===== config.mk =====
export PLATFORM = sky130hd
export DESIGN_NAME = textlcd_sched_flat
export DESIGN_NICKNAME = d
export VERILOG_FILES = /design/src/rtl/textlcd_sched_if.sv /design/src/rtl/textlcd_sched.sv /design/src/flat_wrapper.sv
export SDC_FILE = /design/constraint.sdc
export NUM_CORES = 1
export LEC_CHECK = 0
export BUFFER_PORTS_ARGS = -buffer_cell sky130_fd_sc_hd__clkbuf_2
export CAP_MARGIN = 10
export CORE_MARGIN = 2
export CORE_UTILIZATION = 45
export DETAILED_ROUTE_END_ITERATION = 8
export MAX_ROUTING_LAYER = met4
export PLACE_DENSITY = 0.69
export SETUP_SLACK_MARGIN = 0.4
export SYNTH_ARGS = -nofsm -noshare
export SYNTH_HDL_FRONTEND = slang
export SYNTH_SLANG_ARGS = --single-unit

===== constraint.sdc =====
create_clock -name clk -period 2.7 [get_ports clk]
set_input_delay 0.54 -clock clk [delete_from_list [all_inputs] [get_ports clk]]
set_output_delay 0.54 -clock clk [all_outputs]
set_load 0.005 [all_outputs]

===== src/rtl/textlcd_sched_if.sv =====
// Request/grant bundle and LCD pin group for textlcd_sched.
// Handshake: reqN and its line/col/char are held by the requester until doneN.
// gntN marks service in progress, and doneN pulses once when the character is on the glass.
interface textlcd_sched_if;
  logic       req0, req1;
  logic       line0, line1;
  logic [3:0] col0, col1;
  logic [7:0] char0, char1;
  logic       gnt0, gnt1;
  logic       done0, done1;
  logic       ready;
  logic       LCD_E;
  logic       LCD_RS;
  logic       LCD_RW;
  logic [7:0] LCD_DATA;

  modport slave (
    input  req0, req1, line0, line1, col0, col1, char0, char1,
    output gnt0, gnt1, done0, done1, ready,
    output LCD_E, LCD_RS, LCD_RW, LCD_DATA
  );

  modport master (
    output req0, req1, line0, line1, col0, col1, char0, char1,
    input  gnt0, gnt1, done0, done1, ready,
    input  LCD_E, LCD_RS, LCD_RW, LCD_DATA
  );
endinterface


===== src/rtl/textlcd_sched.sv =====
// HD44780 16x2 scheduler: power-on init, then round-robin character writes from two requesters.
// Optional macro TEXTLCD_AUTOINC_EN: track the LCD cursor and skip the address command when it already matches.
module textlcd_sched #(
  parameter int INIT_WAIT = 70,
  parameter int XFER_CYC  = 8,
  parameter int CLR_WAIT  = 200
) (
  input  logic              clk,
  input  logic              resetn,
  textlcd_sched_if.slave    bus,
  output logic [2:0]        state_o
);

  localparam int M1      = (INIT_WAIT > CLR_WAIT) ? INIT_WAIT : CLR_WAIT;
  localparam int CNT_MAX = (M1 > XFER_CYC) ? M1 : XFER_CYC;
  localparam int CW      = $clog2(CNT_MAX + 1);

  localparam logic [CW-1:0] INIT_LAST = CW'(INIT_WAIT - 1);
  localparam logic [CW-1:0] XFER_LAST = CW'(XFER_CYC - 1);
  localparam logic [CW-1:0] CLR_LAST  = CW'(CLR_WAIT - 1);
  localparam logic [CW-1:0] E_LAST    = CW'(XFER_CYC / 2);
  localparam logic [CW-1:0] CNT_ONE   = CW'(1);

  typedef enum logic [2:0] {
    S_WAIT_PWR = 3'd0,
    S_INIT     = 3'd1,
    S_CLR_HOLD = 3'd2,
    S_IDLE     = 3'd3,
    S_ADDR     = 3'd4,
    S_DATA     = 3'd5
  } state_e;

  state_e        state_q, state_d;
  logic [CW-1:0] cnt_q, cnt_d;
  logic [1:0]    idx_q, idx_d;
  logic          rr_q, rr_d;     // 1: req1 wins a tie
  logic          sel_q, sel_d;   // requester currently served
  logic [6:0]    addr_q, addr_d;
  logic [7:0]    char_q, char_d;
  logic [7:0]    bus_q, bus_d;
  logic          rs_q, rs_d;
  logic          ready_q, ready_d;
`ifdef TEXTLCD_AUTOINC_EN
  logic [6:0]    cursor_q, cursor_d;
`endif

  logic       xfer_last;
  logic       pick;
  logic [6:0] new_addr;
  logic [7:0] new_char;

  function automatic logic [7:0] init_cmd(input logic [1:0] idx);
    case (idx)
      2'd0:    init_cmd = 8'h3C;
      2'd1:    init_cmd = 8'h0C;
      2'd2:    init_cmd = 8'h06;
      default: init_cmd = 8'h01;
    endcase
  endfunction

  always_ff @(posedge clk or negedge resetn) begin
    if (!resetn) begin
      state_q  <= S_WAIT_PWR;
      cnt_q    <= '0;
      idx_q    <= '0;
      rr_q     <= 1'b0;
      sel_q    <= 1'b0;
      addr_q   <= '0;
      char_q   <= '0;
      bus_q    <= '0;
      rs_q     <= 1'b0;
      ready_q  <= 1'b0;
`ifdef TEXTLCD_AUTOINC_EN
      cursor_q <= '0;
`endif
    end else begin
      state_q  <= state_d;
      cnt_q    <= cnt_d;
      idx_q    <= idx_d;
      rr_q     <= rr_d;
      sel_q    <= sel_d;
      addr_q   <= addr_d;
      char_q   <= char_d;
      bus_q    <= bus_d;
      rs_q     <= rs_d;
      ready_q  <= ready_d;
`ifdef TEXTLCD_AUTOINC_EN
      cursor_q <= cursor_d;
`endif
    end
  end

  always_comb begin
    state_d   = state_q;
    cnt_d     = cnt_q;
    idx_d     = idx_q;
    rr_d      = rr_q;
    sel_d     = sel_q;
    addr_d    = addr_q;
    char_d    = char_q;
    bus_d     = bus_q;
    rs_d      = rs_q;
    ready_d   = ready_q;
`ifdef TEXTLCD_AUTOINC_EN
    cursor_d  = cursor_q;
`endif
    xfer_last = (cnt_q == XFER_LAST);
    // On a tie the round-robin pointer decides, otherwise the lone requester wins.
    pick      = (bus.req0 && bus.req1) ? rr_q : bus.req1;
    new_addr  = pick ? {bus.line1, 2'b00, bus.col1} : {bus.line0, 2'b00, bus.col0};
    new_char  = pick ? bus.char1 : bus.char0;

    case (state_q)
      S_WAIT_PWR: begin
        if (cnt_q == INIT_LAST) begin
          state_d = S_INIT;
          cnt_d   = '0;
          idx_d   = 2'd0;
          bus_d   = init_cmd(2'd0);
          rs_d    = 1'b0;
        end else begin
          cnt_d = cnt_q + CNT_ONE;
        end
      end
      S_INIT: begin
        if (xfer_last) begin
          cnt_d = '0;
          if (idx_q == 2'd3) begin
            state_d  = S_CLR_HOLD;
`ifdef TEXTLCD_AUTOINC_EN
            cursor_d = '0;
`endif
          end else begin
            idx_d = idx_q + 2'd1;
            bus_d = init_cmd(idx_q + 2'd1);
          end
        end else begin
          cnt_d = cnt_q + CNT_ONE;
        end
      end
      S_CLR_HOLD: begin
        if (cnt_q == CLR_LAST) begin
          state_d = S_IDLE;
          cnt_d   = '0;
          ready_d = 1'b1;
        end else begin
          cnt_d = cnt_q + CNT_ONE;
        end
      end
      S_IDLE: begin
        if (bus.req0 || bus.req1) begin
          sel_d  = pick;
          rr_d   = ~pick;
          addr_d = new_addr;
          char_d = new_char;
          cnt_d  = '0;
`ifdef TEXTLCD_AUTOINC_EN
          if (new_addr == cursor_q) begin
            state_d = S_DATA;
            bus_d   = new_char;
            rs_d    = 1'b1;
          end else begin
            state_d = S_ADDR;
            bus_d   = {1'b1, new_addr};
            rs_d    = 1'b0;
          end
`else
          state_d = S_ADDR;
          bus_d   = {1'b1, new_addr};
          rs_d    = 1'b0;
`endif
        end
      end
      S_ADDR: begin
        if (xfer_last) begin
          state_d  = S_DATA;
          cnt_d    = '0;
          bus_d    = char_q;
          rs_d     = 1'b1;
`ifdef TEXTLCD_AUTOINC_EN
          cursor_d = addr_q;
`endif
        end else begin
          cnt_d = cnt_q + CNT_ONE;
        end
      end
      S_DATA: begin
        if (xfer_last) begin
          state_d  = S_IDLE;
          cnt_d    = '0;
`ifdef TEXTLCD_AUTOINC_EN
          cursor_d = cursor_q + 7'd1;
`endif
        end else begin
          cnt_d = cnt_q + CNT_ONE;
        end
      end
      default: begin
        state_d = S_WAIT_PWR;
        cnt_d   = '0;
      end
    endcase
  end

  logic in_xfer;
  logic serving;
  assign in_xfer = (state_q == S_INIT) || (state_q == S_ADDR) || (state_q == S_DATA);
  assign serving = (state_q == S_ADDR) || (state_q == S_DATA);

  assign bus.LCD_E    = in_xfer && (cnt_q >= CNT_ONE) && (cnt_q <= E_LAST);
  assign bus.LCD_RS   = rs_q;
  assign bus.LCD_RW   = 1'b0;
  assign bus.LCD_DATA = bus_q;
  assign bus.gnt0     = serving && !sel_q;
  assign bus.gnt1     = serving && sel_q;
  assign bus.done0    = (state_q == S_DATA) && xfer_last && !sel_q;
  assign bus.done1    = (state_q == S_DATA) && xfer_last && sel_q;
  assign bus.ready    = ready_q;
  assign state_o      = state_q;

endmodule


===== src/flat_wrapper.sv =====
// flat-port wrapper written by rule: the top's interface ports become plain ports
module textlcd_sched_flat 
#(
  parameter int INIT_WAIT = 70,
  parameter int XFER_CYC  = 8,
  parameter int CLR_WAIT  = 200
)
  (clk, resetn, state_o, bus_req0, bus_req1, bus_line0, bus_line1, bus_col0, bus_col1, bus_char0, bus_char1, bus_gnt0, bus_gnt1, bus_done0, bus_done1, bus_ready, bus_LCD_E, bus_LCD_RS, bus_LCD_RW, bus_LCD_DATA);
  textlcd_sched_if bus_i ();
  input  logic clk;
  input  logic resetn;
  output logic [2:0] state_o;
  input wire logic [$bits(bus_i.req0)-1:0] bus_req0;
  input wire logic [$bits(bus_i.req1)-1:0] bus_req1;
  input wire logic [$bits(bus_i.line0)-1:0] bus_line0;
  input wire logic [$bits(bus_i.line1)-1:0] bus_line1;
  input wire logic [$bits(bus_i.col0)-1:0] bus_col0;
  input wire logic [$bits(bus_i.col1)-1:0] bus_col1;
  input wire logic [$bits(bus_i.char0)-1:0] bus_char0;
  input wire logic [$bits(bus_i.char1)-1:0] bus_char1;
  output wire logic [$bits(bus_i.gnt0)-1:0] bus_gnt0;
  output wire logic [$bits(bus_i.gnt1)-1:0] bus_gnt1;
  output wire logic [$bits(bus_i.done0)-1:0] bus_done0;
  output wire logic [$bits(bus_i.done1)-1:0] bus_done1;
  output wire logic [$bits(bus_i.ready)-1:0] bus_ready;
  output wire logic [$bits(bus_i.LCD_E)-1:0] bus_LCD_E;
  output wire logic [$bits(bus_i.LCD_RS)-1:0] bus_LCD_RS;
  output wire logic [$bits(bus_i.LCD_RW)-1:0] bus_LCD_RW;
  output wire logic [$bits(bus_i.LCD_DATA)-1:0] bus_LCD_DATA;
  assign bus_i.req0 = bus_req0;
  assign bus_i.req1 = bus_req1;
  assign bus_i.line0 = bus_line0;
  assign bus_i.line1 = bus_line1;
  assign bus_i.col0 = bus_col0;
  assign bus_i.col1 = bus_col1;
  assign bus_i.char0 = bus_char0;
  assign bus_i.char1 = bus_char1;
  assign bus_gnt0 = bus_i.gnt0;
  assign bus_gnt1 = bus_i.gnt1;
  assign bus_done0 = bus_i.done0;
  assign bus_done1 = bus_i.done1;
  assign bus_ready = bus_i.ready;
  assign bus_LCD_E = bus_i.LCD_E;
  assign bus_LCD_RS = bus_i.LCD_RS;
  assign bus_LCD_RW = bus_i.LCD_RW;
  assign bus_LCD_DATA = bus_i.LCD_DATA;
  textlcd_sched #(.INIT_WAIT(INIT_WAIT), .XFER_CYC(XFER_CYC), .CLR_WAIT(CLR_WAIT)) u_core (.clk(clk), .resetn(resetn), .bus(bus_i), .state_o(state_o));
endmodule

==> out/qor.csv <==
metric,value,unit
outcome,"finished, final reports clean",
clk root buf,clkbuf_8,
post-route DRC violation count,0,
first-pass GRT wire length,7800,um
final hold vios,0,
Max clock buf depth,2,
layout cells sized above 1,0.318,
die area,0.00508,mm2
CP max-delay cell,dfrtp_2,
#FFs+latches synth,33,
Fmax,439,MHz
FF-to-FF path depth,6,
row count,24,
IO Pins,49,
mean area per synthesized cell,8.93,um2
Clock Latency Late Sink,290,ps
Total GRT Usage,0.204,
power share of the combinational group,0.066,
final hold slack,340,ps
port bufs,47,
Slew HR,0.450,
Max Cap Violations,0,
"reg-to-reg slack, setup",540,ps
WL per Instance,14.7,um
Sw Ratio,0.209,
WP buf/inv,1,
Ys Warns,0,
Vias/cell,5.57,
biggest area consumer among synthesized cells,dfrtp_1,
Post-Syn Instances,228,
register share of total power,0.485,
area of the core,0.00435,mm2
Worst EP arrival,1740,ps
register area share after synthesis,0.406,
H-Tree Level Count,2,
Leakage,1.18,nW
largest net degree at the start of global routing,34,
RR Startpoint,u_core.cnt_q[4]$_DFFE_PN0P_,
clock slew at reported path FFs,70,ps
Startpoint Class,flop,
Antenna Cells,0,
Inserted Clock Buffers,5,
DR vias,1834,
PnR Total Power,1.07,mW
Tightest Hold Check Type,in2async,
Critical Path End Type,output port,
Worst R2R End,u_core.bus.LCD_DATA[2]$_DFFE_PN0P_,
final period utilization,0.843,
# clock sinks,33,
library cells used by synthesis,45,
Slew @ Worst Pin,825,ps
DRT antenna net count,0,
HPWL after DPL,3440,um
RSZ-0062 raised after global routing,yes,
total grt overflow,0,
post-route design area,0.00250,mm2
crit path max fanout,5,
GP Congestion,0.887,
WS Path Type,reg2out,
area delta synth->final,22.9,%
initial antenna violation count,0,
crit-path cells,"or3_4, nor4_4, nand2_2, nor3_1, clkbuf_2",
Crit path largest cell delay,430,ps
clock group share of total power,0.449,
synth top area cells,"dfrtp_1, nand2_1, o21ai_1",
final worst clock skew,7.00,ps
vias in the first global route,1596,
syn_nets,265,
Final nets,313,
setup total negative slack,0,ps
cell class contributing the biggest share of worst-path delay,simple AND/OR/NAND/NOR gates,
Post-Syn Area,0.00204,mm2
Pint,845,uW
dpl cell area,0.00229,mm2
# setup viols final,0,
height of the die,71.3,um
CTS tree,done,
power per cell area,427,mW/mm2
Max VDD drop,0.000222,V
starting density of the core,0.468,
post-synth top area share,0.406,
Psw,224,uW
final WL,4820,um
Slew Limit Fails,0,
Pre-Repair DR Iteration Count,4,
DR iter-0 viols,209,
Period minus WS final,2280,ps
Chip Width,71.3,um
Critical Path RT,2160,ps
[area by class of cell]
type                            count  area [um2]
Clock buffer                        7        86.3
Clock inverter                      1        30.0
Fill cell                         404        1850
Inverter                           14        52.6
Multi-Input combinational cell    166        1130
Sequential cell                    33         831
Tap cell                           52        65.1
Timing Repair Buffer               56         303
[sequential cells by signal, indices dropped and copies added (netlist names)]
| signal | count |
|---|---|
| u_core.bus.LCD_RS | 1 |
| u_core.sel_q | 1 |
| u_core.state_o | 3 |
| u_core.cnt_q | 8 |
| u_core.bus.LCD_DATA | 8 |
| u_core.bus.ready | 1 |
| u_core.char_q | 8 |
| u_core.rr_q | 1 |
| u_core.idx_q | 2 |
[metal layers]
metal / wire, um / track usage
met1: 2130 / 0.280
met2: 2290 / 0.299
met3: 324 / 0.0436
met4: 74 / 0.0692
met5: 0 / -
[through the flow]
step,worst slack (ps),utilization,std cells
final,423,0.574,329
after global routing,357,0.574,329
after CTS,397,0.559,325
after detailed placement,373,0.525,315
after global placement,465,0.525,315
after floorplan,651,-,228
[how the worst max path moves through the flow]
stage                                              from                            endpoint  slack (ps)  cells after the start
after CTS                   u_core.cnt_q[4]$_DFFE_PN0P_                           bus_done0         400                      5
after floorplan             u_core.cnt_q[5]$_DFFE_PN0P_                           bus_done0         650                      4
after global routing        u_core.cnt_q[4]$_DFFE_PN0P_                           bus_done0         360                      5
after detailed placement  u_core.state_o[1]$_DFFE_PN0P_  u_core.bus.LCD_DATA[2]$_DFFE_PN0P_         370                      5
final                       u_core.cnt_q[4]$_DFFE_PN0P_                           bus_done0         420                      5
after global placement      u_core.cnt_q[5]$_DFFE_PN0P_                           bus_done0         460                      5
[Yosys cell counts, drive strengths merged]
master and instances:
o311a 2, clkinv 1, nor2 17, nand4 2, xor2 2, nor3 8
o21ai 22, nand2b 3, clkbuf 10, a22o 2, a22oi 12, a211oi 1
a221o 2, nor4 4, o21a 1, a31oi 2, nand2 28, and3 5
nand3 6, ha 7, buf 5, a31o 1, conb 1, dfrtp 33
nor3b 1, mux2 8, a21oi 9, o31ai 1, nand3b 3, o22ai 3
mux2i 5, or3 3, nor2b 2, a2bb2oi 2, inv 13, or2 1
[cell families after synthesis]
logic type | Yosys count | share of synthesized area
flops | 33 | 0.406
buf+inv | 29 | 0.0608
compound gates | 60 | 0.188
fa+ha+maj | 7 | 0.0430
simple gates | 83 | 0.212
other cells | 1 | 0.00184
xor+xnor | 2 | 0.00861
mux | 13 | 0.0799
[power groups by stage]
stage,clock [mW],sequential (mW),combinational (mW)
floorplan,0,0.525,0.0326
global placement,0,0.527,0.0709
detailed placement,0,0.528,0.0721
CTS,0.491,0.518,0.0722
global route,0.511,0.520,0.0825
finish,0.480,0.518,0.0702
[layout by cell type, fill, tap and decap left out, drive strengths merged, types with 6 or more instances in the layout]
master | synthesis | layout
inv | 13 | 13
nand2 | 28 | 28
dfrtp | 33 | 33
a21oi | 9 | 9
o21ai | 22 | 22
a22oi | 12 | 12
nor3 | 8 | 8
clkbuf | 10 | 53
ha | 7 | 7
nor2 | 17 | 17
buf | 5 | 10
mux2 | 8 | 8
nand3 | 6 | 6
[repair_timing]
item | CTS | global route
pin swaps | 1 | 1
buffers inserted | 2 | 4
hold buffers | 0 | 0
cloned | 0 | 0
setup endpoints to repair | 9 | 9
resized for setup | 4 | 11
No activity file was read; power rests on OpenSTA's default activity.
